[config.mk]
export PLATFORM = sky130hd
export DESIGN_NAME = fetch_unit
export DESIGN_NICKNAME = d
export VERILOG_FILES = /design/src/rtl/fetch_unit_pkg.sv /design/src/rtl/fetch_buffer.sv /design/src/rtl/fetch_unit.sv
export SDC_FILE = /design/constraint.sdc
export NUM_CORES = 1
export LEC_CHECK = 0
export ABC_AREA = 1
export BUFFER_PORTS_ARGS = -buffer_cell sky130_fd_sc_hd__buf_2
export CAP_MARGIN = 0
export CORE_ASPECT_RATIO = 0.75
export CORE_MARGIN = 4
export CORE_UTILIZATION = 42
export DETAILED_ROUTE_END_ITERATION = 12
export GPL_ROUTABILITY_DRIVEN = 0
export GPL_TIMING_DRIVEN = 1
export PLACE_DENSITY_LB_ADDON = 0.05
export SLEW_MARGIN = 0
export SYNTH_ARGS = -nofsm -noshare
export SYNTH_HDL_FRONTEND = slang
export SYNTH_HIERARCHICAL = 1
export SYNTH_SLANG_ARGS = --single-unit
[constraint.sdc]
create_clock -name clk -period 5.2 [get_ports clk]
set_clock_uncertainty 0.15 [all_clocks]
set_input_delay 0 -clock clk [delete_from_list [all_inputs] [get_ports clk]]
set_output_delay 0 -clock clk [all_outputs]
set_load 0.02 [all_outputs]
[src/rtl/fetch_unit_pkg.sv]
// Shared constants for the instruction fetch stage.
// Holds the opcode field range and ECALL opcode (also used by decode), the NOP
// encoding presented when the fetch buffer is empty, the fetch FSM state
// encodings and the PC increment.
package fetch_unit_pkg;

    // Opcode field of an instruction word.
    localparam int unsigned IR_OPCODE_MSB = 6;
    localparam int unsigned IR_OPCODE_LSB = 0;

    localparam logic [6:0]  OPCODE_ECALL  = 7'b1110011;
    localparam logic [31:0] INSTR_NOP     = 32'h0000_0013;

    localparam int unsigned PC_INC        = 4;

    // Fetch FSM state encodings.
    localparam logic [1:0]  ST_IDLE       = 2'd0;  // no request outstanding
    localparam logic [1:0]  ST_WAIT       = 2'd1;  // request outstanding
    localparam logic [1:0]  ST_HALT       = 2'd2;  // fetching stopped

    function automatic logic is_ecall(input logic [6:0] opcode);
        return opcode == OPCODE_ECALL;
    endfunction

endpackage

[src/rtl/fetch_buffer.sv]
// Two-entry FIFO of {instruction, pc} between instruction memory and decode.
// Entry 0 is always the head; a pop shifts entry 1 down.
// Ports:
//   clk, rst_n       clock, asynchronous active-low reset
//   push_i           write {push_instr_i, push_pc_i} at the tail
//   pop_i            drop the head entry
//   flush_i          empty the FIFO (wins over push/pop)
//   count_o          occupancy 0..2
//   head_instr_o     instruction at the head (stale when count_o == 0)
//   head_pc_o        pc of the head instruction (stale when count_o == 0)
module fetch_buffer
    import fetch_unit_pkg::*;
#(
    parameter int unsigned  N        = 32,
    parameter logic [N-1:0] RESET_PC = '0
) (
    input  logic         clk,
    input  logic         rst_n,
    input  logic         push_i,
    input  logic [N-1:0] push_instr_i,
    input  logic [N-1:0] push_pc_i,
    input  logic         pop_i,
    input  logic         flush_i,
    output logic [1:0]   count_o,
    output logic [N-1:0] head_instr_o,
    output logic [N-1:0] head_pc_o
);

    logic [1:0][N-1:0] instr_q, instr_d;
    logic [1:0][N-1:0] pc_q, pc_d;
    logic [1:0]        count_q, count_d;
    logic              do_pop;
    logic              do_push;

    always_comb begin
        instr_d = instr_q;
        pc_d    = pc_q;
        count_d = count_q;
        do_pop  = pop_i && (count_q != 2'd0);
        // A full FIFO still accepts a push when the head leaves in the same cycle.
        do_push = push_i && ((count_q != 2'd2) || do_pop);
        if (flush_i) begin
            count_d = 2'd0;
        end else begin
            if (do_pop) begin
                instr_d[0] = instr_q[1];
                pc_d[0]    = pc_q[1];
                count_d    = count_d - 2'd1;
            end
            if (do_push) begin
                instr_d[count_d[0]] = push_instr_i;
                pc_d[count_d[0]]    = push_pc_i;
                count_d             = count_d + 2'd1;
            end
        end
    end

    always_ff @(posedge clk or negedge rst_n) begin
        if (!rst_n) begin
            instr_q <= {2{N'(INSTR_NOP)}};
            pc_q    <= {2{RESET_PC}};
            count_q <= 2'd0;
        end else begin
            instr_q <= instr_d;
            pc_q    <= pc_d;
            count_q <= count_d;
        end
    end

    assign count_o      = count_q;
    assign head_instr_o = instr_q[0];
    assign head_pc_o    = pc_q[0];

endmodule

[src/rtl/fetch_unit.sv]
// Instruction fetch stage. Owns the pc, keeps at most one request outstanding
// to instruction memory, buffers up to two fetched words and hands them to
// decode over a valid/ready handshake. Redirects on branch/jump resolution and
// stops fetching once an ECALL has been consumed.
// Optional feature: define FETCH_MISALIGN_TRAP_EN to trap misaligned redirect
// targets (sticky misaligned_o, fetch halted). Without it the low two target
// bits are ignored and misaligned_o is tied low.
// Ports:
//   clk, rst_n                   clock, asynchronous active-low reset
//   imem_req_o, imem_addr_o      fetch request, held with a stable address until ack
//   imem_ack_i, imem_rdata_i     request accepted, read data valid in the same cycle
//   redirect_i, redirect_pc_i    taken branch/jump pulse and its target
//   instr_valid_o, instr_ready_i decode handshake on the buffer head
//   instr_o, instr_pc_o          head instruction (NOP when empty) and its pc
//   halted_o                     ECALL consumed or misaligned trap; only redirect resumes
//   misaligned_o                 sticky misaligned-redirect flag
module fetch_unit
    import fetch_unit_pkg::*;
#(
    parameter int unsigned  N        = 32,
    parameter logic [N-1:0] RESET_PC = '0
) (
    input  logic         clk,
    input  logic         rst_n,
    output logic         imem_req_o,
    output logic [N-1:0] imem_addr_o,
    input  logic         imem_ack_i,
    input  logic [N-1:0] imem_rdata_i,
    input  logic         redirect_i,
    input  logic [N-1:0] redirect_pc_i,
    output logic         instr_valid_o,
    input  logic         instr_ready_i,
    output logic [N-1:0] instr_o,
    output logic [N-1:0] instr_pc_o,
    output logic         halted_o,
    output logic         misaligned_o
);

    logic [1:0]   state_q, state_d;
    logic [N-1:0] pc_q, pc_d;
    logic [N-1:0] addr_q, addr_d;
    logic         discard_q, discard_d;
    logic         halted_q, halted_d;

    logic         trap;
    logic [N-1:0] target_pc;
    logic         pop;
    logic         push;
    logic         ecall;
    logic         ack;
    logic         flush;
    logic         req_free;
    logic [1:0]   count_next;

    logic [1:0]   buf_count;
    logic [N-1:0] head_instr;
    logic [N-1:0] head_pc;

`ifdef FETCH_MISALIGN_TRAP_EN
    logic misaligned_q;

    assign trap      = redirect_i && (redirect_pc_i[1:0] != 2'b00);
    assign target_pc = redirect_pc_i;

    always_ff @(posedge clk or negedge rst_n) begin
        if (!rst_n) begin
            misaligned_q <= 1'b0;
        end else begin
            misaligned_q <= misaligned_q | trap;
        end
    end

    assign misaligned_o = misaligned_q;
`else
    logic unused_pc_low;

    assign trap          = 1'b0;
    assign target_pc     = {redirect_pc_i[N-1:2], 2'b00};
    assign unused_pc_low = ^redirect_pc_i[1:0];
    assign misaligned_o  = 1'b0;
`endif

    always_comb begin
        pop   = instr_valid_o && instr_ready_i;
        // A redirect in the same cycle wins over an ECALL being popped.
        ecall = pop && !redirect_i && is_ecall(head_instr[IR_OPCODE_MSB:IR_OPCODE_LSB]);
        ack   = (state_q == ST_WAIT) && imem_ack_i;
        flush = redirect_i || ecall;

        halted_d = halted_q;
        if (redirect_i) begin
            halted_d = trap;
        end else if (ecall) begin
            halted_d = 1'b1;
        end

        // Returned data is kept only if nothing has made it stale.
        push = ack && !discard_q && !redirect_i && !halted_d;

        if (redirect_i) begin
            pc_d = target_pc;
        end else if (push) begin
            pc_d = pc_q + N'(PC_INC);
        end else begin
            pc_d = pc_q;
        end

        count_next = flush ? 2'd0 : (buf_count + {1'b0, push} - {1'b0, pop});

        // A request made stale while outstanding is still held; its data is dropped on ack.
        discard_d = discard_q;
        if (ack) begin
            discard_d = 1'b0;
        end else if ((state_q == ST_WAIT) && flush) begin
            discard_d = 1'b1;
        end

        // Issue only when the word can land in the buffer, so it never overflows.
        req_free = (state_q != ST_WAIT) || imem_ack_i;
        state_d  = state_q;
        addr_d   = addr_q;
        if (req_free) begin
            if (!halted_d && (count_next <= 2'd1)) begin
                state_d = ST_WAIT;
                addr_d  = pc_d;
            end else if (halted_d) begin
                state_d = ST_HALT;
            end else begin
                state_d = ST_IDLE;
            end
        end
    end

    always_ff @(posedge clk or negedge rst_n) begin
        if (!rst_n) begin
            state_q   <= ST_IDLE;
            pc_q      <= RESET_PC;
            addr_q    <= RESET_PC;
            discard_q <= 1'b0;
            halted_q  <= 1'b0;
        end else begin
            state_q   <= state_d;
            pc_q      <= pc_d;
            addr_q    <= addr_d;
            discard_q <= discard_d;
            halted_q  <= halted_d;
        end
    end

    fetch_buffer #(
        .N        (N),
        .RESET_PC (RESET_PC)
    ) u_fetch_buffer (
        .clk          (clk),
        .rst_n        (rst_n),
        .push_i       (push),
        .push_instr_i (imem_rdata_i),
        .push_pc_i    (addr_q),
        .pop_i        (pop),
        .flush_i      (flush),
        .count_o      (buf_count),
        .head_instr_o (head_instr),
        .head_pc_o    (head_pc)
    );

    assign imem_req_o    = (state_q == ST_WAIT);
    assign imem_addr_o   = addr_q;
    assign instr_valid_o = (buf_count != 2'd0);
    assign instr_o       = instr_valid_o ? head_instr : N'(INSTR_NOP);
    assign instr_pc_o    = head_pc;
    assign halted_o      = halted_q;

endmodule

==> results.ini <==
[outcome]
outcome=finished clean

[logic_synthesis]
synth_common_cells=nand2_1 (624), nand3_1 (249), inv_1 (195)
synth_top_area_frac=0.409
avgSynthCellArea_um2=6.95
synth.most_common_cell=nand2_1
synth_mux_area_frac=0
synthArstFlopShare=1.00
yosysWarnings=6
synthCells=1689
synth-edff-count=0
synth_largest_area_cell=dfrtp_1
synth-xor-area-share=0.0104
yosysUniqueCellTypes=33
yosys-top-cells-area=dfrtp_1 (41%), nand2_1 (20%), nand3_1 (11%)
syn_area_mm2=0.0117
ys_ff_latch=198
synth_fa_ha_area_frac=0.00426
ys.flop_type=dfrtp_1
synth.net_count=1762
synth-simple-area-share=0.376
synth-compound-area-share=0.0381
seq_area_frac_synth=0.423
synth_top_family_by_area=simple AND/OR/NAND/NOR gates

[timing]
report.final.slew_viol_count=0
tns_ns=0
tightest_slew_ns=1.06
setup_violations=0
max_freq_mhz=320
slew-limit-headroom=0.294
final_hold_viol_count=0
rsz0062_at_grt=false
fin_crit_ns=3.12
fin_crit_sh=0.600

[placed_design]
placedCellCount=2069
io_buffers=165
hpwl_mm=21.5

[drt]
drtAntennaViolNets=0
wl_per_cell_um=15.8
via_per_inst=4.90
wirelength_mm=34.3
drtPass1Iterations=5
drc=0
drtIter0Drc=736
vias=10600

[setup_path]
cp-start-kind=flop
ff2ff_path_depth=9
cp.arrival_ns=3.30
reg2reg_from=u_fetch_buffer/count_o[0]
cp_max_fo=40
crit_top_cell=nand3_1
cp_slowest_cell=buf_4
critPathRequiredTime_ns=5.38
worstSetupPathType=flop to flop
r2r_setup_slack_ns=2.08
crit_path_end_kind=flop
crit_path_max_incr_delay_ns=0.56
r2r_end=u_fetch_buffer/head_instr_o[21]
path_cells=inv_1 > ha_1 > inv_2 > nand3_1 > nand2_2 > buf_4 > nand3_1 > nand3_1 > nand2_1

[global_routing]
grt_pass1_wl_mm=56.2
antenna_found_initial=0
grt_start_max_net_pins=180
overflow=0
first_global_vias=10200
grtUsageTotal=0.226

[cells_and_area]
fin_cells=2171
nets=1880
syn2layout_area_growth_pct=14.8
drive_gt1_frac=0.149
n_antenna_cell=0
fillers=2800

[clocking]
numCtsBuffers=17
cts_root_buf=clkbuf_16
h-tree-depth=4
cts.sinks=198
postCtsSetupBuffers=0
clk_latency_ns=0.43
cts_tree=yes
cts_max_path_buffers=2
cts.clk_slew.worst_paths_ns=0.08

[floorplan]
die-area_mm2=0.0307
core_area_mm2=0.0273
die_y_um=153
start_util=0.431
ios=169
fp.dieW_um=201
row_count=52

[worst_hold_path]
hold_class=primary input to flop
worstHoldEndpoint=state_q[1]
hold_start=instr_ready_i
hold_depth=7

[power]
power.leakage_nw=7.41
worst_ir_drop_vdd_uv=254
p_per_area_mw_per_mm2=359

[job]
cap_violations=0

==> layout by cell type (no fill, tap or decap) <==
cell type and n:
a21boi_1 1, a21oi_1 3, a21oi_4 1, a31oi_1 1
and2_1 20, buf_12 2, buf_2 164, buf_4 18
clkbuf_1 1, clkbuf_16 17, clkbuf_8 4, clkinv_2 4
clkinv_4 4, clkinvlp_4 3, conb_1 1, dfrtp_1 192
dfstp_2 6, dlygate4sd3_1 70, ha_1 4, inv_1 193
inv_2 5, inv_4 1, nand2_1 621, nand2_2 8
nand2_4 1, nand3_1 249, nand3b_1 9, nand4_1 1
nor2_1 87, nor2_2 2, nor2_4 4, nor2_8 2
nor3_1 1, nor3b_1 1, o211ai_1 4, o21a_1 1
o21ai_0 4, o21ai_1 71, or2_2 25, xor2_1 14
==> area by class of cell <==
type	instances	area (um2)	share of cell area
Sequential cell	198	4960	0.368
Multi-Input combinational cell	1136	5060	0.376
Clock inverter	11	77.6	0.00576
Tap cell	351	439	0.0326
Inverter	199	749	0.0556
Timing Repair Buffer	255	1710	0.127
Clock buffer	21	470	0.0349
==> where the power goes <==
group | switching [mW] | internal (mW) | total, mW
Combinational | 0.893 | 0.503 | 1.40
Clock | 0.613 | 0.651 | 1.26
Sequential | 0.285 | 1.90 | 2.18
==> what timing repair did <==
action                    in CTS  in global routing
hold buffers                  70                  0
hold endpoints to repair     324                  0
resized for setup              0                  0
==> metrics by stage <==
stage          hold WS (ns)  power, mW  setup WS, ns  instance area (um2)  utilization
6_report             0.0920       4.84          2.08                13500        0.494
3_5_place_dp         -0.273       3.58          2.07                12200        0.448
5_1_grt               0.123       5.21          1.80                13500        0.494
3_3_place_gp         -0.273       3.54          2.13                12200        0.448
4_1_cts              0.0911       4.90          2.06                13500        0.494
2_1_floorplan        -0.446       3.27          3.01                11700            -
==> state kept, by name, indices dropped and copies added (netlist names) <==
signal and count:
imem_addr_o 32, u_fetch_buffer/instr_q 32, pc_q 32, halted_o 1, u_fetch_buffer/pc_q 32, u_fetch_buffer/head_pc_o 32
state_q 2, u_fetch_buffer/head_instr_o 32, u_fetch_buffer/count_o 2, discard_q 1
==> how the worst max path moves through the flow <==
stage | from | to | slack [ns]
finish | u_fetch_buffer/count_o[0] | u_fetch_buffer/head_instr_o[21] | 2.08
CTS | u_fetch_buffer/count_o[0] | u_fetch_buffer/head_pc_o[20] | 2.06
detailed placement | u_fetch_buffer/count_o[0] | u_fetch_buffer/head_pc_o[20] | 2.07
global route | u_fetch_buffer/count_o[0] | u_fetch_buffer/head_pc_o[9] | 1.80
global placement | u_fetch_buffer/count_o[0] | u_fetch_buffer/head_instr_o[22] | 2.13
floorplan | state_q[1] | u_fetch_buffer/head_instr_o[10] | 3.01
==> kinds of logic after synthesis <==
family,Yosys count
AND/OR/NAND/NOR,1031
buffers and inverters,355
flip-flops,198
AO/OA/AOI/OAI,86
XOR/XNOR,14
adder cells (fa/ha/maj),4
other,1
==> layer usage <==
| metal | vias to the layer above | global-route usage | wire, um |
|---|---|---|---|
| li1 | 5354 | - | - |
| met1 | 4972 | 0.340 | 16900 |
| met2 | 287 | 0.345 | 14900 |
| met3 | 19 | 0.0406 | 2120 |
| met4 | 0 | 0.0442 | 345 |
| met5 | - | 0 | 0 |
==> worst max-delay path: cells and delay by family (launching register included) <==
family / cells / cell delay, ns
adders and majority gates: 1 / 0.21
buffers and inverters: 3 / 1.13
DFF: 1 / 0.44
and+or+nand+nor: 5 / 1.04
(Power assumes the default switching activity.)
